<file path="config.mk">
export PLATFORM = sky130hd
export DESIGN_NAME = dwt_lift_sched
export DESIGN_NICKNAME = d
export VERILOG_FILES = /design/src/rtl/dwt_pkg.sv /design/src/rtl/dwt_pulse_dly.sv /design/src/rtl/dwt_lift_sched.sv
export SDC_FILE = /design/constraint.sdc
export NUM_CORES = 1
export LEC_CHECK = 0
export BUFFER_PORTS_ARGS = -buffer_cell sky130_fd_sc_hd__buf_2
export CAP_MARGIN = 15
export CORE_MARGIN = 3
export CORE_UTILIZATION = 45
export CTS_CLUSTER_DIAMETER = 200
export CTS_CLUSTER_SIZE = 30
export DETAILED_ROUTE_END_ITERATION = 10
export GPL_TIMING_DRIVEN = 0
export MAX_ROUTING_LAYER = met4
export PLACE_DENSITY_LB_ADDON = 0.08
export SLEW_MARGIN = 20
export SYNTH_ARGS = -nofsm -noshare
export SYNTH_HDL_FRONTEND = slang
export SYNTH_HIERARCHICAL = 1
export SYNTH_SLANG_ARGS = --single-unit
export TNS_END_PERCENT = 10
</file>
<file path="constraint.sdc">
create_clock -name clk -period 5.9 [get_ports clk]
set_input_delay 0.295 -clock clk [delete_from_list [all_inputs] [get_ports clk]]
set_output_delay 0.295 -clock clk [all_outputs]
set_load 0.005 [all_outputs]
</file>
<file path="src/rtl/dwt_pkg.sv">
// Shared definitions for the lifting-DWT read/strobe scheduler.
//   dwt_state_t   : scheduler FSM states
//   H_SEL_MIRROR  : h_sel level meaning "use right-edge mirrored sample"
//   L_SEL_MIRROR  : l_sel level meaning "use left-edge mirrored result"
//   *_DEF         : default latencies and maximum line length
package dwt_pkg;

  typedef enum logic [2:0] {
    IDLE,
    RUN,
    FLUSH,
    NEXT_LVL,
    DONE
  } dwt_state_t;

  localparam logic H_SEL_MIRROR = 1'b1;
  localparam logic L_SEL_MIRROR = 1'b1;

  localparam int H_LAT_DEF   = 3;
  localparam int L_LAT_DEF   = 2;
  localparam int MAX_LEN_DEF = 64;

endpackage

</file>
<file path="src/rtl/dwt_pulse_dly.sv">
// Fixed-depth delay line for a strobe with its select bit and pair index.
//   clk, rst          : clock, asynchronous active-high reset (flushes strobes)
//   in_vld/sel/idx    : strobe entering the line
//   out_vld/sel/idx   : same strobe DEPTH cycles later
module dwt_pulse_dly #(
  parameter int DEPTH = 3,
  parameter int IDX_W = 5
) (
  input  logic             clk,
  input  logic             rst,
  input  logic             in_vld,
  input  logic             in_sel,
  input  logic [IDX_W-1:0] in_idx,
  output logic             out_vld,
  output logic             out_sel,
  output logic [IDX_W-1:0] out_idx
);

  logic [IDX_W+1:0] pipe [DEPTH];

  always_ff @(posedge clk or posedge rst) begin
    if (rst) begin
      for (int i = 0; i < DEPTH; i++) pipe[i] <= '0;
    end else begin
      pipe[0] <= {in_vld, in_sel, in_idx};
      for (int i = 1; i < DEPTH; i++) pipe[i] <= pipe[i-1];
    end
  end

  assign out_vld = pipe[DEPTH-1][IDX_W+1];
  assign out_sel = pipe[DEPTH-1][IDX_W];
  assign out_idx = pipe[DEPTH-1][IDX_W-1:0];

endmodule

</file>
<file path="src/rtl/dwt_lift_sched.sv">
// Read/latch/strobe scheduler for a multi-level 1-D lifting DWT.
//   clk, rst            : clock, asynchronous active-high reset
//   start, line_len,
//   levels              : decomposition request (sampled in IDLE)
//   busy, done, err     : status (done/err are one-cycle pulses)
//   rd_en, rd_addr      : sample memory read, data valid next cycle
//   even_le, odd_le     : even/odd sample register latch enables
//   h_sel, l_sel        : boundary mirror selects
//   h_valid, l_valid    : high-/low-pass result strobes
//   out_idx             : pair index of the current strobe (l_valid wins)
//   level               : level in progress, 0-based
module dwt_lift_sched
  import dwt_pkg::*;
#(
  parameter int H_LAT   = H_LAT_DEF,
  parameter int L_LAT   = L_LAT_DEF,
  parameter int MAX_LEN = MAX_LEN_DEF
) (
  input  logic       clk,
  input  logic       rst,
  input  logic       start,
  input  logic [6:0] line_len,
  input  logic [1:0] levels,
  output logic       busy,
  output logic       done,
  output logic       err,
  output logic       rd_en,
  output logic [5:0] rd_addr,
  output logic       even_le,
  output logic       odd_le,
  output logic       h_sel,
  output logic       l_sel,
  output logic       h_valid,
  output logic       l_valid,
  output logic [4:0] out_idx,
  output logic [1:0] level
);

  dwt_state_t state, state_nxt;
  logic [6:0] n_q, cnt_q;
  logic [1:0] lvls_q, level_q;
  logic       err_q;
  logic       params_ok, last_rd, last_l;
  logic [6:0] addr_p0;

  logic       even_le_p1, odd_le_p1, mirror_p1;
  logic [5:0] pair_p1;

  logic       h_in_vld, h_in_sel, l_in_sel;
  logic [4:0] h_in_idx;
  logic       vld_p2h, sel_p2h, vld_p3l, sel_p3l;
  logic [4:0] idx_p2h, idx_p3l;

  // Every level must still hold at least two pairs after all halvings.
  always_comb begin
    params_ok = !line_len[0] && (line_len >= 7'd4) && (int'(line_len) <= MAX_LEN) &&
                (levels != 2'd0) && ((line_len >> (levels - 2'd1)) >= 7'd4);
  end

  assign last_rd = (cnt_q == n_q);
  assign last_l  = vld_p3l && ({1'b0, idx_p3l} == (n_q[6:1] - 6'd1));

  always_ff @(posedge clk or posedge rst) begin
    if (rst) state <= IDLE;
    else     state <= state_nxt;
  end

  always_comb begin
    state_nxt = state;
    case (state)
      IDLE:     if (start && params_ok) state_nxt = RUN;
      RUN:      if (last_rd) state_nxt = FLUSH;
      FLUSH:    if (last_l) state_nxt = NEXT_LVL;
      NEXT_LVL: state_nxt = ((level_q + 2'd1) == lvls_q) ? DONE : RUN;
      DONE:     state_nxt = IDLE;
      default:  state_nxt = IDLE;
    endcase
  end

  always_ff @(posedge clk or posedge rst) begin
    if (rst) begin
      n_q     <= '0;
      cnt_q   <= '0;
      lvls_q  <= '0;
      level_q <= '0;
      err_q   <= 1'b0;
    end else begin
      err_q <= (state == IDLE) && start && !params_ok;
      case (state)
        IDLE: begin
          if (start && params_ok) begin
            n_q     <= line_len;
            lvls_q  <= levels;
            level_q <= '0;
            cnt_q   <= '0;
          end
        end
        RUN: cnt_q <= cnt_q + 7'd1;
        NEXT_LVL: begin
          n_q   <= n_q >> 1;
          cnt_q <= '0;
          if (state_nxt == RUN) level_q <= level_q + 2'd1;
        end
        default: ;
      endcase
    end
  end

  // Stage p0: read request; the extra read re-fetches sample n-2 as the right-edge mirror.
  assign rd_en   = (state == RUN);
  assign addr_p0 = last_rd ? (n_q - 7'd2) : cnt_q;
  assign rd_addr = rd_en ? addr_p0[5:0] : 6'd0;

  // Stage p1: read data arrives; latch enables and the sample's pair number.
  always_ff @(posedge clk or posedge rst) begin
    if (rst) begin
      even_le_p1 <= 1'b0;
      odd_le_p1  <= 1'b0;
      mirror_p1  <= 1'b0;
      pair_p1    <= '0;
    end else begin
      even_le_p1 <= rd_en && !addr_p0[0];
      odd_le_p1  <= rd_en && addr_p0[0];
      mirror_p1  <= rd_en && last_rd;
      pair_p1    <= !rd_en ? 6'd0 : (last_rd ? n_q[6:1] : addr_p0[6:1]);
    end
  end

  // Even sample 2i+2 completes pair i; sample 0 only primes the pipeline.
  assign h_in_vld = even_le_p1 && (pair_p1 != 6'd0);
  assign h_in_idx = h_in_vld ? 5'(pair_p1 - 6'd1) : 5'd0;
  assign h_in_sel = (even_le_p1 && mirror_p1) ? H_SEL_MIRROR : 1'b0;

  // Stage p2: high-pass strobe after H_LAT.
  dwt_pulse_dly #(.DEPTH(H_LAT), .IDX_W(5)) u_h_dly (
    .clk     (clk),
    .rst     (rst),
    .in_vld  (h_in_vld),
    .in_sel  (h_in_sel),
    .in_idx  (h_in_idx),
    .out_vld (vld_p2h),
    .out_sel (sel_p2h),
    .out_idx (idx_p2h)
  );

  assign l_in_sel = (vld_p2h && (idx_p2h == 5'd0)) ? L_SEL_MIRROR : 1'b0;

  // Stage p3: low-pass strobe L_LAT after its high-pass partner.
  dwt_pulse_dly #(.DEPTH(L_LAT), .IDX_W(5)) u_l_dly (
    .clk     (clk),
    .rst     (rst),
    .in_vld  (vld_p2h),
    .in_sel  (l_in_sel),
    .in_idx  (idx_p2h),
    .out_vld (vld_p3l),
    .out_sel (sel_p3l),
    .out_idx (idx_p3l)
  );

  assign even_le = even_le_p1;
  assign odd_le  = odd_le_p1;
  // h_sel marks the mirrored sample when it is latched and again when the
  // last high-pass result that consumes it is strobed.
  assign h_sel   = h_in_sel | sel_p2h;
  assign l_sel   = sel_p3l;
  assign h_valid = vld_p2h;
  assign l_valid = vld_p3l;
  assign out_idx = vld_p3l ? idx_p3l : idx_p2h;
  assign busy    = (state inside {RUN, FLUSH, NEXT_LVL});
  assign done    = (state == DONE);
  assign err     = err_q;
  assign level   = level_q;

endmodule
</file>
Word-level counts from Yosys, hierarchy flattened
Index checks and enable logic that the tools add are counted.

Register bits after elaboration: 66. Latch bits: 0. Bits in writable memories: 0. Memory bits (read-only): 0. Input port bits: 12. Output and inout bits: 23. Logic and storage cells: 84. Memories kept: 0.

Add/sub/neg operators: 6. $mul: 0. Div/mod/pow operators: 0. Order comparisons: 3. Equal/unequal tests: 10. Shifts and indexed selects: 1. Multiplexer cells: 20. Bitwise gates (word level): 1. Reductions and logical operators: 28.

Operators with widths (number): $mux W7 (3); $pmux W7 S3 (1); $mux W6 (3); $ge A7 B3 Y1 const B (2); $logic_and A1 B1 Y1 (14); $pmux W7 S2 (1); $mux W3 (4); $pmux W3 S4 (1); $mux W5 (2); $add A7 B1 Y7 const B (1); $eq A7 B7 Y1 (1); $le A7 B7 Y1 const B (1); $shr A7 B2 Y7 (1); $sub A7 B2 Y7 const B (1); $eq A3 B1 Y1 const B (2); $eq A3 B2 Y1 const B (2); $eq A5 B6 Y1 (1); $reduce_and A2 Y1 (3); $reduce_bool A3 Y1 (2); $reduce_bool A6 Y1 (1); $sub A6 B1 Y6 const B (1); $logic_not A5 Y1 (1); $sub A5 B1 Y5 const B (1); $mux W2 (2); 12 further kinds (17).

Longest topological paths before layout
Depth in word-level cells: 11. Depth in mapped cells: 9. Gate-level depth less buffers: 7.

Hierarchy
The synthesis kept the hierarchy.

Modules (own cells, without submodules): dwt_lift_sched (times used 1, cells an instance 213, area each 1990.7 µm², sequential area each 775.7 µm²); dwt_pulse_dly (u_h_dly) (times used 1, cells an instance 27, area each 566.8 µm², sequential area each 525.5 µm²); dwt_pulse_dly (u_l_dly) (times used 1, cells an instance 20, area each 391.6 µm², sequential area each 350.3 µm²).

Least setup slack after synthesis
No wires, ideal clock.

Path kind: register to register. Start: register n_q[1]. End: register state[0]. Data arrival time: 1.754 ns. Data required time: 5.790 ns. Slack: 4.036 ns. Cell stages (with the launch flop): 8. Clock period less this slack: 1.864 ns. Cell sequence: dfrtp_1 > buf_2 > inv_1 > ha_1 > xor2_1 > nand2_1 > or4b_1 > o41ai_1.

Word-level cells in the longest chain between the ends: 5. Elaborated cells on any way between the ends: 7.

RTL lines: start: declaration (line dwt_lift_sched.sv:40) `logic [6:0] n_q, cnt_q;`; start signal: assignment (line dwt_lift_sched.sv:92) `n_q <= line_len;`; start signal: assignment (line dwt_lift_sched.sv:100) `n_q <= n_q >> 1;`; $sub A6 B1 Y6 (line dwt_lift_sched.sv:61) `assign last_l = vld_p3l && ({1'b0, idx_p3l} == (n_q[6:1] - 6'd1));`; $eq A5 B6 Y1 (line dwt_lift_sched.sv:61); $logic_and A1 B1 Y1 (line dwt_lift_sched.sv:61); $mux W3 (line dwt_lift_sched.sv:73) `FLUSH: if (last_l) state_nxt = NEXT_LVL;`; $pmux W3 S4 (*) (line dwt_lift_sched.sv:70) `case (state)`; named net state_nxt[0] (line dwt_lift_sched.sv:39) `dwt_state_t state, state_nxt;`; end signal: assignment (line dwt_lift_sched.sv:65) `else state <= state_nxt;`; end: declaration (line dwt_lift_sched.sv:39).

Mark *: on every way through the listed nets, which the timed path passes. The rest lies on a longest branch. A chain may end at the register's enable or synchronous reset.

Worst setup path after layout
Start: register n_q[4]. End: output rd_addr[4].

Word-level cells in the longest chain between the ends: 3. Elaborated cells on any way between the ends: 4.

RTL lines: $sub A7 B2 Y7 or $eq A7 B7 Y1 (tied branches) (line dwt_lift_sched.sv:111, dwt_lift_sched.sv:60); $mux W7 (*) (line dwt_lift_sched.sv:111) `assign addr_p0 = last_rd ? (n_q - 7'd2) : cnt_q;`; $mux W6 (*) (line dwt_lift_sched.sv:112) `assign rd_addr = rd_en ? addr_p0[5:0] : 6'd0;`; end: declaration (line dwt_lift_sched.sv:28) `output logic [5:0] rd_addr,`.

Mark *: on every way between the ends. The rest lies on a longest branch, timed or not.

==> flow_metrics.py <==
metrics = {
    "min_path": {
        "whs_endpoint": "lvls_q[1]$_DFFE_PP0P_",
        "hold_path_depth": 3,
        "hp-class": "input port to flop",
        "min_from": "levels[1]",
    },
    "global_route": {
        "grt_max_degree": 32,
        "first_global_vias": 1917,
        "grt_pass1_wl_mm": 9.632,
        "track_usage": 0.1763,
        "grt_overflow": 0,
        "antenna_found_initial": 0,
    },
    "die": {
        "num_io_pins": 35,
        "die_y_um": 86.96,
        "core_area_um2": 6131,
        "fp.dieW_um": 86.96,
        "fp.dieArea_um2": 7561,
        "start_util": 0.4810,
        "rows": 28,
    },
    "cts": {
        "clkSlewWorstSetupHoldPaths_ns": 0.07,
        "root_buffer": "clkbuf_8",
        "cts_buffers": 9,
        "clock_latency_ns": 0.34,
        "clock_path_buffers": 2,
        "cts_tree": "yes",
        "numClockSinks": 66,
        "htree_levels": 3,
        "cts.repair.resized": 0,
    },
    "routing": {
        "drc": 0,
        "wirelength_mm": 5.792,
        "wl_per_cell_um": 15.01,
        "dr.first_iter.drc_count": 84,
        "drt_first_pass_iters": 4,
        "antenna_left": 0,
        "vias": 1993,
        "viasPerCell": 5.163,
    },
    "worst_setup_path": {
        "crit_type": "flop to output port",
        "ff2ff_path_depth": 7,
        "r2r-start": "n_q[1]$_DFFE_PP0P_",
        "crit_chain": "clkbuf_1 > xnor2_1 > nand4_1 > nor4_1 > buf_2 > nor2_1 > a211oi_1 > buf_2",
        "crit_fanout": 10,
        "cp_common_cell": "buf_2",
        "slowest_delay_ns": 0.37,
        "crit_arrival_ns": 2.42,
        "cp.required_ns": 5.61,
        "start_kind": "flop",
        "critPathCaptureType": "output port",
        "crit_path_top_delay_cell": "clkbuf_1",
        "r2r_end": "state[0]$_DFF_PP0_",
        "r2r_slack_ns": 3.79,
    },
    "pwr": {
        "power.leakage_nw": 1.680,
        "total_power_mw": 1.707,
        "p_per_area_nw_per_um2": 495.2,
        "ir_drop_v": 0.0002379,
    },
    "logic_synthesis": {
        "synth_cells": 260,
        "syn_area_um2": 2949,
        "yosys_warnings": 6,
        "synth-seq-area-share": 0.5600,
        "synth_seq_cells": 66,
        "yosysUniqueCellTypes": 43,
        "syn_nets": 277,
        "avgSynthCellArea_um2": 11.34,
    },
    "placement": {
        "placed_area_um2": 3213,
        "gp_congestion": 0.7883,
        "dpl.cell_count": 369,
        "place_ws_ns": 3.618,
        "port_buffers": 34,
        "dp_hpwl_mm": 4.097,
    },
    "run": {
        "maxCapViolations": 0,
    },
    "timing": {
        "whs_ns": 0.2511,
        "fin_skew_ns": 0.008459,
        "slew_violations": 0,
        "fin_tns_setup_ns": 0,
        "layout_min_cycle_time_ns": 2.720,
        "rsz0062_at_grt": "false",
        "finalWorstSetupSlack_ns": 3.180,
        "tightest_slew_ns": 0.7406,
        "min_period_over_period": 0.4610,
        "finalSetupViolations": 0,
        "relSlewSlack": 0.5057,
        "hold_viol": 0,
        "clock.fmax_ghz": 0.3677,
    },
    "cells_and_area": {
        "final_common_cell": "dfrtp_1",
        "final_util": 0.5622,
        "fin_area_um2": 3447,
        "finalNonFillerCells": 386,
        "final_nets": 323,
        "layout_common_cells": "dfrtp_1 (66), buf_2 (38), nor2_1 (20), xnor2_1 (13)",
        "fillers": 545,
        "area_delta_synth_final_pct": 16.89,
        "drive_gt1_frac": 0.2476,
        "diodes": 0,
    },
    "status": {
        "outcome": "finished, final reports clean",
    },
}
-- worst max path at each step --
stage | from | cells after the start | slack, ns | endpoint
global placement | n_q[4]$_DFFE_PP0P_ | 8 | 3.61 | rd_addr[4]
floorplan | n_q[1]$_DFFE_PP0P_ | 7 | 4.04 | state[0]$_DFF_PP0_
global route | n_q[4]$_DFFE_PP0P_ | 8 | 3.03 | rd_addr[2]
finish | n_q[4]$_DFFE_PP0P_ | 8 | 3.18 | rd_addr[4]
CTS | n_q[4]$_DFFE_PP0P_ | 8 | 3.21 | rd_addr[4]
detailed placement | n_q[4]$_DFFE_PP0P_ | 8 | 3.62 | rd_addr[4]
-- layout make-up --
class	instances	area [µm²]	area share
inverter	12	45.04	0.01307
clock buffer	9	123.9	0.03593
buffer	24	136.4	0.03956
tap	75	93.84	0.02722
multi-input combinational	158	1116	0.3238
clock inverter	7	100.1	0.02904
timing repair buffer	35	180.2	0.05227
sequential	66	1652	0.4791
-- state kept, by name, summed over array words and instances (netlist names), 2 cells and up --
name	flops
u_l_dly/out_idx	5
level	2
lvls_q	2
n_q	7
u_h_dly/out_idx	5
state	3
pair_p1	6
u_l_dly/pipe	7
cnt_q	7
u_h_dly/pipe	14
-- critical path, delay by kind of cell, from the launching register on --
kind	cells	cell delay [ns]
AO/OA/AOI/OAI	1	0.24
XOR/XNOR	1	0.17
flip-flops	1	0.33
AND/OR/NAND/NOR	3	0.50
buffers and inverters	3	0.84
-- cells in the mapped netlist --
| library cell | instances | area [µm²] |
|---|---|---|
| o32ai_1 | 5 | 43.79 |
| buf_2 | 4 | 20.02 |
| nand2b_4 | 1 | 13.76 |
| or4b_1 | 1 | 10.01 |
| nand2b_1 | 5 | 31.28 |
| o21ai_0 | 8 | 40.04 |
| nor3_2 | 1 | 10.01 |
| or3_1 | 2 | 12.51 |
| inv_1 | 12 | 45.04 |
| xor2_1 | 10 | 87.58 |
| clkbuf_1 | 8 | 30.03 |
| a22oi_1 | 1 | 7.510 |
| a211oi_1 | 3 | 22.52 |
| a311o_1 | 1 | 10.01 |
| xnor2_1 | 13 | 113.9 |
| nand3_1 | 8 | 40.04 |
| a21oi_1 | 11 | 55.05 |
| nand2_1 | 9 | 33.78 |
| nand3b_1 | 2 | 15.01 |
| nor4bb_1 | 1 | 10.01 |
| a22o_1 | 4 | 35.03 |
| buf_4 | 11 | 82.58 |
| dfrtp_1 | 66 | 1652 |
| nor3b_1 | 3 | 22.52 |
| mux2_2 | 5 | 56.30 |
| a21o_1 | 1 | 7.510 |
| o41ai_1 | 1 | 8.760 |
| and2_1 | 10 | 62.56 |
| nor4_4 | 1 | 21.27 |
| o21ba_2 | 1 | 10.01 |
| or2_2 | 1 | 6.260 |
| nor3_1 | 4 | 20.02 |
| and3_1 | 1 | 6.260 |
| nor2_1 | 20 | 75.07 |
| buf_1 | 1 | 3.750 |
| o211a_1 | 2 | 20.02 |
| nor4_1 | 2 | 12.51 |
| ha_1 | 5 | 62.56 |
| nor2b_1 | 3 | 18.77 |
| mux2i_1 | 9 | 90.09 |
| or4b_2 | 1 | 10.01 |
| o211ai_1 | 1 | 7.510 |
| nand4_1 | 1 | 6.260 |
-- where the power goes --
part / switching (mW) / internal (mW)
Combinational: 0.304 / 0.280
Clock: 0.187 / 0.242
Sequential: 0.0964 / 0.598
-- cells by family (layout without fill, tap and decap cells) --
logic type | Yosys count | after routing | synth area share
compound gates | 39 | 39 | 0.09079
xor+xnor | 23 | 23 | 0.06831
fa+ha+maj | 5 | 5 | 0.02121
buf+inv | 36 | 87 | 0.06152
flops | 66 | 66 | 0.5600
mux | 14 | 14 | 0.04964
simple gates | 77 | 77 | 0.1485
-- timing repair --
action	4_1_cts	5_1_grt
setup buffers	0	0
endpoints found under the setup margin	0	0
hold buffers	1	0
endpoints found under the hold margin	14	0
-- metal layers --
| metal | routed length (µm) | GRT usage |
|---|---|---|
| met1 | 2883 | 0.2446 |
| met2 | 2612 | 0.2457 |
| met3 | 221 | 0.04257 |
| met4 | 74 | 0.07649 |
| met5 | 0 | - |
Note: power is estimated with default switching activity, not from simulation.
